===== src/rtl/noc_vc_input_unit_if.sv =====
// Link and switch-allocator signals of one NoC router input port.
// slave is the input unit's view; master is the upstream/allocator side.
interface noc_vc_input_unit_if #(
    parameter int unsigned DATA_W = 35,
    parameter int unsigned NUM_VC = 2,
    parameter int unsigned VCW    = (NUM_VC > 1) ? $clog2(NUM_VC) : 1
);
    logic [DATA_W-1:0]        idata;
    logic                     ivalid;
    logic [VCW-1:0]           ivch;
    logic [NUM_VC-1:0]        oack;
    logic [NUM_VC-1:0]        ordy;
    logic [NUM_VC-1:0]        olck;
    logic [NUM_VC-1:0]        vc_valid;
    logic [NUM_VC*DATA_W-1:0] vc_data;
    logic [NUM_VC*3-1:0]      vc_port;
    logic [NUM_VC-1:0]        vc_grant;

    modport master (
        output idata, ivalid, ivch, vc_grant,
        input  oack, ordy, olck, vc_valid, vc_data, vc_port
    );

    modport slave (
        input  idata, ivalid, ivch, vc_grant,
        output oack, ordy, olck, vc_valid, vc_data, vc_port
    );
endinterface


===== src/rtl/noc_vc_input_unit.sv =====
// Mesh NoC router input port: per-VC flit FIFOs with credit return, packet lock
// tracking and XY route computation feeding the switch allocator.
module noc_vc_input_unit #(
    parameter int unsigned DATA_W  = 35,
    parameter int unsigned COORD_W = 2,
    parameter int unsigned NUM_VC  = 2,
    parameter int unsigned DEPTH   = 4
) (
    input  logic               clk,
    input  logic               rst_,
    input  logic [COORD_W-1:0] my_xpos,
    input  logic [COORD_W-1:0] my_ypos,
    noc_vc_input_unit_if.slave bus,
    output logic [2:0]         err
);
    localparam int unsigned VCW  = (NUM_VC > 1) ? $clog2(NUM_VC) : 1;
    localparam int unsigned PTRW = $clog2(DEPTH);
    localparam int unsigned CNTW = PTRW + 1;
    localparam logic [CNTW-1:0] FullCnt = CNTW'(DEPTH);

    localparam logic [2:0] PortLocal = 3'd0;
    localparam logic [2:0] PortNorth = 3'd1;
    localparam logic [2:0] PortEast  = 3'd2;
    localparam logic [2:0] PortSouth = 3'd3;
    localparam logic [2:0] PortWest  = 3'd4;

    localparam logic [1:0] TypeHead = 2'b01;
    localparam logic [1:0] TypeTail = 2'b10;

    typedef enum logic {StIdle, StLocked} lock_e;

    logic [DATA_W-1:0] mem_q    [NUM_VC][DEPTH];
    logic [PTRW-1:0]   wr_ptr_q [NUM_VC];
    logic [PTRW-1:0]   rd_ptr_q [NUM_VC];
    logic [CNTW-1:0]   count_q  [NUM_VC];
    logic [2:0]        route_q  [NUM_VC];
    lock_e             lock_q   [NUM_VC];
    logic [NUM_VC-1:0] oack_q;
    logic [2:0]        err_q;

    logic [VCW-1:0]    wr_vc;
    logic              vc_in_range;
    logic [1:0]        in_type;
    logic [NUM_VC-1:0] grant_lsb;
    logic [NUM_VC-1:0] wr_sel;
    logic [NUM_VC-1:0] wr_en;
    logic [NUM_VC-1:0] full;
    logic [NUM_VC-1:0] empty;
    logic [NUM_VC-1:0] pop;
    logic [DATA_W-1:0] front      [NUM_VC];
    logic [2:0]        head_route [NUM_VC];

    // Unsigned dimension-ordered compare: X is resolved before Y.
    function automatic logic [2:0] xy_route(input logic [2*COORD_W-1:0] dest,
                                            input logic [COORD_W-1:0]   cx,
                                            input logic [COORD_W-1:0]   cy);
        logic [COORD_W-1:0] dx;
        logic [COORD_W-1:0] dy;
        dx = dest[COORD_W-1:0];
        dy = dest[2*COORD_W-1:COORD_W];
        if (dx > cx)      return PortEast;
        else if (dx < cx) return PortWest;
        else if (dy > cy) return PortNorth;
        else if (dy < cy) return PortSouth;
        return PortLocal;
    endfunction

    assign wr_vc       = bus.ivch;
    assign vc_in_range = 32'(wr_vc) < NUM_VC;
    assign in_type     = bus.idata[DATA_W-1:DATA_W-2];
    // Only the lowest requested VC may pop in a cycle.
    assign grant_lsb   = bus.vc_grant & (~bus.vc_grant + NUM_VC'(1));

    always_comb begin
        full   = '0;
        empty  = '0;
        wr_sel = '0;
        wr_en  = '0;
        pop    = '0;
        for (int v = 0; v < NUM_VC; v++) begin
            full[v]       = count_q[v] == FullCnt;
            empty[v]      = count_q[v] == '0;
            wr_sel[v]     = bus.ivalid && vc_in_range && (wr_vc == VCW'(v));
            wr_en[v]      = wr_sel[v] && !full[v];
            pop[v]        = grant_lsb[v] && !empty[v];
            front[v]      = mem_q[v][rd_ptr_q[v]];
            head_route[v] = xy_route(front[v][2*COORD_W-1:0], my_xpos, my_ypos);
        end
    end

    always_comb begin
        bus.vc_data  = '0;
        bus.vc_port  = '0;
        bus.vc_valid = '0;
        bus.ordy     = '0;
        bus.olck     = '0;
        bus.oack     = oack_q;
        for (int v = 0; v < NUM_VC; v++) begin
            bus.vc_data[v*DATA_W +: DATA_W] = front[v];
            bus.vc_valid[v] = !empty[v];
            bus.ordy[v]     = !full[v];
            bus.olck[v]     = lock_q[v] == StLocked;
            // Heads (01/11) route live; body/tail reuse the route latched at head pop.
            if (empty[v])                   bus.vc_port[v*3 +: 3] = PortLocal;
            else if (front[v][DATA_W-2])    bus.vc_port[v*3 +: 3] = head_route[v];
            else                            bus.vc_port[v*3 +: 3] = route_q[v];
        end
    end

    assign err = err_q;

    // Flit storage carries no reset; validity comes from the counts.
    always_ff @(posedge clk) begin
        for (int v = 0; v < NUM_VC; v++) begin
            if (wr_en[v]) mem_q[v][wr_ptr_q[v]] <= bus.idata;
        end
    end

    always_ff @(posedge clk or negedge rst_) begin
        if (!rst_) begin
            for (int v = 0; v < NUM_VC; v++) begin
                wr_ptr_q[v] <= '0;
                rd_ptr_q[v] <= '0;
                count_q[v]  <= '0;
                route_q[v]  <= PortLocal;
                lock_q[v]   <= StIdle;
            end
            oack_q <= '0;
            err_q  <= '0;
        end else begin
            oack_q <= pop;
            err_q  <= err_q | {bus.ivalid && !vc_in_range,
                               |(grant_lsb & empty),
                               |(wr_sel & full)};
            for (int v = 0; v < NUM_VC; v++) begin
                if (wr_en[v]) wr_ptr_q[v] <= wr_ptr_q[v] + PTRW'(1);
                if (pop[v]) begin
                    rd_ptr_q[v] <= rd_ptr_q[v] + PTRW'(1);
                    if (front[v][DATA_W-1:DATA_W-2] == TypeHead) route_q[v] <= head_route[v];
                end
                count_q[v] <= count_q[v] + CNTW'(wr_en[v]) - CNTW'(pop[v]);
                if (wr_en[v]) begin
                    unique case (lock_q[v])
                        StIdle:   if (in_type == TypeHead) lock_q[v] <= StLocked;
                        StLocked: if (in_type == TypeTail) lock_q[v] <= StIdle;
                        default:  lock_q[v] <= StIdle;
                    endcase
                end
            end
        end
    end
endmodule


===== src/flat_wrapper.sv =====
// flat-port wrapper written by rule: the top's interface ports become plain ports
module noc_vc_input_unit_flat 
#(
    parameter int unsigned DATA_W  = 35,
    parameter int unsigned COORD_W = 2,
    parameter int unsigned NUM_VC  = 2,
    parameter int unsigned DEPTH   = 4
)
  (clk, rst_, my_xpos, my_ypos, err, bus_idata, bus_ivalid, bus_ivch, bus_vc_grant, bus_oack, bus_ordy, bus_olck, bus_vc_valid, bus_vc_data, bus_vc_port);
  noc_vc_input_unit_if #(.DATA_W(DATA_W), .NUM_VC(NUM_VC), .VCW(1)) bus_i ();
  input  logic clk;
  input  logic rst_;
  input  logic [COORD_W-1:0] my_xpos;
  input  logic [COORD_W-1:0] my_ypos;
  output logic [2:0] err;
  input wire logic [$bits(bus_i.idata)-1:0] bus_idata;
  input wire logic [$bits(bus_i.ivalid)-1:0] bus_ivalid;
  input wire logic [$bits(bus_i.ivch)-1:0] bus_ivch;
  input wire logic [$bits(bus_i.vc_grant)-1:0] bus_vc_grant;
  output wire logic [$bits(bus_i.oack)-1:0] bus_oack;
  output wire logic [$bits(bus_i.ordy)-1:0] bus_ordy;
  output wire logic [$bits(bus_i.olck)-1:0] bus_olck;
  output wire logic [$bits(bus_i.vc_valid)-1:0] bus_vc_valid;
  output wire logic [$bits(bus_i.vc_data)-1:0] bus_vc_data;
  output wire logic [$bits(bus_i.vc_port)-1:0] bus_vc_port;
  assign bus_i.idata = bus_idata;
  assign bus_i.ivalid = bus_ivalid;
  assign bus_i.ivch = bus_ivch;
  assign bus_i.vc_grant = bus_vc_grant;
  assign bus_oack = bus_i.oack;
  assign bus_ordy = bus_i.ordy;
  assign bus_olck = bus_i.olck;
  assign bus_vc_valid = bus_i.vc_valid;
  assign bus_vc_data = bus_i.vc_data;
  assign bus_vc_port = bus_i.vc_port;
  noc_vc_input_unit #(.DATA_W(DATA_W), .COORD_W(COORD_W), .NUM_VC(NUM_VC), .DEPTH(DEPTH)) u_core (.clk(clk), .rst_(rst_), .my_xpos(my_xpos), .my_ypos(my_ypos), .bus(bus_i), .err(err));
endmodule

===== config.mk =====
export PLATFORM = sky130hd
export DESIGN_NAME = noc_vc_input_unit_flat
export DESIGN_NICKNAME = d
export VERILOG_FILES = /design/src/rtl/noc_vc_input_unit_if.sv /design/src/rtl/noc_vc_input_unit.sv /design/src/flat_wrapper.sv
export SDC_FILE = /design/constraint.sdc
export NUM_CORES = 1
export LEC_CHECK = 0
export CAP_MARGIN = 30
export CORE_MARGIN = 2
export CORE_UTILIZATION = 40
export CTS_CLUSTER_DIAMETER = 80
export DETAILED_ROUTE_END_ITERATION = 16
export DONT_BUFFER_PORTS = 1
export PLACE_DENSITY = 0.53
export SYNTH_ARGS = -nofsm -noshare
export SYNTH_HDL_FRONTEND = slang
export SYNTH_SLANG_ARGS = --single-unit

===== constraint.sdc =====
create_clock -name clk -period 3.3 [get_ports clk]
set_input_delay 0.165 -clock clk [delete_from_list [all_inputs] [get_ports clk]]
set_output_delay 0.165 -clock clk [all_outputs]
set_load 0.05 [all_outputs]

==> flow_summary.ini <==
[outcome]
status = finished clean

[sta]
setup_slack_ns = 0.1889
slew-limit-headroom_pct = 64.35
hold_viol = 0
layout_min_cycle_time_ns = 3.111
grt_setup_unrepaired = false
maxSlewViolCount = 0
whs_ns = 0.08504
period_share_pct = 94.28
tns_ns = 0
fmax_ghz = 0.3214
tightest_slew_ns = 0.5347
final-setup-viol-count = 0
finalClockSkew_ns = 0.009276

[setup_path]
cp-start-kind = flop
worstPathRequired_ns = 3.13
worst_path_largest_cell_delay_ns = 0.42
crit_path_end_kind = output pin
slowest_stage = dfrtp_2
cp_num_buf_inv = 2
crit_chain = buf_4 > mux4_2 > ha_1 > nand2_1 > a311oi_1 > mux2i_1 > nor2_1 > buf_4
cp_max_fo = 20
crit_type = reg2out
cp_top_family = buffers and inverters
crit_arrival_ns = 2.95
cp_common_cell = buf_4

[clock_tree]
cts_buffer_depth = 3
cts_buffers = 31
clk_latency_ns = 0.55
htreeDepth = 1
clkTransAtPathRegs_ns = 0.06
cts_tree = built
root_buffer = clkbuf_16
post_cts_buffers = 0
cts_sinks = 306

[power]
peakVddDrop_mv = 0.4325
p_leak_uw = 0.004636
powerDensity_nw_per_um2 = 979.2

[detailed_routing]
dr.pass1.iters = 6
avgViaCountPerCell = 5.150
via_count = 5258
drt-total-wl_um = 23570
drc_errors = 0
drt_iter0_drc = 354
postRouteAntennaNets = 0
wire_per_inst_um = 23.09

[synthesis]
postSynthAreaPerCell_sq_um = 22.40
synthDistinctLibCells = 36
synthArstFlopShare_pct = 8.497
ys_warn_count = 0
synth.cells.most_frequent = 280 x edfxtp_1, 70 x mux4_2, 26 x dfrtp_1
synth_top_cell_area_share_pct = 71.76
syn-cell-area_sq_um = 11720
synth_edf_count = 280
yosys.area.top_type = edfxtp_1
yosysMostFrequentCell = edfxtp_1
synth_cells = 523
ys_top_cells_by_area = edfxtp_1 72%, mux4_2 13%, dfrtp_1 5.6%
synth_seq_area_share_pct = 77.31
synthFlopType = edfxtp_1
syn_nets = 590
synth_seq_cells = 306

[finish]
fin_area_sq_um = 13810
drive_gt1_share_pct = 26.37
utilization_pct = 47.99
multi_input_area_sq_um = 2476
fin_nets = 679
synthToLayoutAreaGrowth_pct = 17.88
antennaDiodeCount = 0
seqCellArea_sq_um = 9064
fillers = 2354

[floorplan]
die_y_um = 175.2
rows = 62
ioPinCount = 132
die_area_sq_um = 30680
core_area_sq_um = 28780
die_w_um = 175.2
start_util_pct = 40.71

[place]
place_congestion = 0.8163
port_buffers = 0
dpl.hpwl_um = 14640
placed_area_sq_um = 12420
pre_cts_ws_ns = 0.6949

[grt]
globalRouteOverflowTotal = 0
antenna_found_initial = 0
grt_pass1_vias = 5758
grt_usage_pct = 15.67
grt_max_degree = 27
grt_pass1_wl_um = 35870

[flow_run]
cap_violations = 0

[hold_path]
hold_path_class = in2async
[per-stage QoR]
| step | total power [uW] | cells |
|---|---|---|
| 6_report | 13530 | 1021 |
| 2_1_floorplan | 9296 | 523 |
| 3_5_place_dp | 10330 | 921 |
| 5_1_grt | 14120 | 1021 |
| 4_1_cts | 13730 | 1021 |
| 3_3_place_gp | 10260 | 921 |
[kinds of logic (layout without fill, tap and decap cells)]
family	Yosys count	count (layout)	share of synthesized area [%]
compound gates	19	19	1.111
xor+xnor	10	10	0.7475
fa+ha+maj	22	22	2.477
buf+inv	44	158	1.644
flops	306	306	77.31
mux	81	81	14.65
other cells	1	1	0.03200
simple gates	40	40	2.029
[state kept, by name (all words and copies together), names as in the netlist]
| name | flops |
|---|---|
| u_core.bus.oack | 2 |
| u_core.bus.olck | 2 |
| u_core.count_q | 6 |
| u_core.err | 2 |
| u_core.mem_q | 280 |
| u_core.rd_ptr_q | 4 |
| u_core.route_q | 6 |
| u_core.wr_ptr_q | 4 |
[metal layers]
metal | global-route usage (%) | up-vias | share of wire [%]
li1 | - | 2300 | -
met1 | 19.75 | 2782 | 40
met2 | 26.98 | 136 | 51
met3 | 3.742 | 40 | 6.6
met4 | 4.618 | 0 | 2.5
met5 | 0 | - | 0
[layout make-up]
type | count | share of cell area (%)
clock buffer | 43 | 5.943
sequential | 306 | 65.62
timing repair buffer | 75 | 5.390
inverter | 25 | 0.6794
multi-input combinational | 173 | 17.93
tap | 384 | 3.479
clock inverter | 15 | 0.9602
[worst reg2reg max path, stage by stage (launching register included)]
cell and delay [ns]:
dfrtp_1 0.40, or3b_2 0.41, and3b_1 0.46, and2_2 0.56, buf_4 0.35
[path summary, 6_finish.rpt]
check	startpoint	endpoint	slack (ns)	cells after the start
max	u_core.rd_ptr_q[3]	bus_vc_port[0]	0.19	8
min	rst_	u_core.route_q[5]	0.09	2
max reg2reg	u_core.count_q[5]	u_core.mem_q[0][92]	0.79	4
min reg2reg	u_core.route_q[2]	u_core.route_q[2]	0.51	1
max in group asynchronous	rst_	u_core.rd_ptr_q[0]	3.04	2
min in group clk	bus_ivalid	u_core.wr_ptr_q[0]	0.10	2
[power breakdown]
part           total, uW  switching [uW]  leakage (uW)  internal (uW)
Combinational       5220            3700       0.00134           1510
Clock               3270            1380      0.000459           1890
Sequential          5040             276       0.00284           4770
[placed cells by master (no fill, tap or decap), types with 2 or more instances in the layout]
master and count:
a21oi_1 7, a311oi_1 2, and2_2 8, buf_12 6, buf_4 27, bufinv_16 2, clkbuf_1 12, clkbuf_16 31
clkinv_1 4, clkinv_2 5, clkinvlp_4 2, dfrtp_1 22, dfrtp_2 4, dlygate4sd3_1 41, edfxtp_1 280, fa_1 2
ha_1 20, inv_1 25, mux2_4 6, mux2i_1 5, mux4_2 70, nand2_1 9, nand2b_1 4, nor2_1 6
nor2b_1 4, nor3_1 2, o21ai_0 2, o221ai_1 2, o22a_1 2, o2bb2ai_1 2, or3b_2 2, xnor2_1 8
xor2_1 2
[repair_timing]
item                       in CTS  in global routing
hold buffers                   42                  0
resized for setup               0                  1
setup endpoints to repair       0                  2
hold endpoints to repair      315                  0
Power figures use the tool's default switching activity.
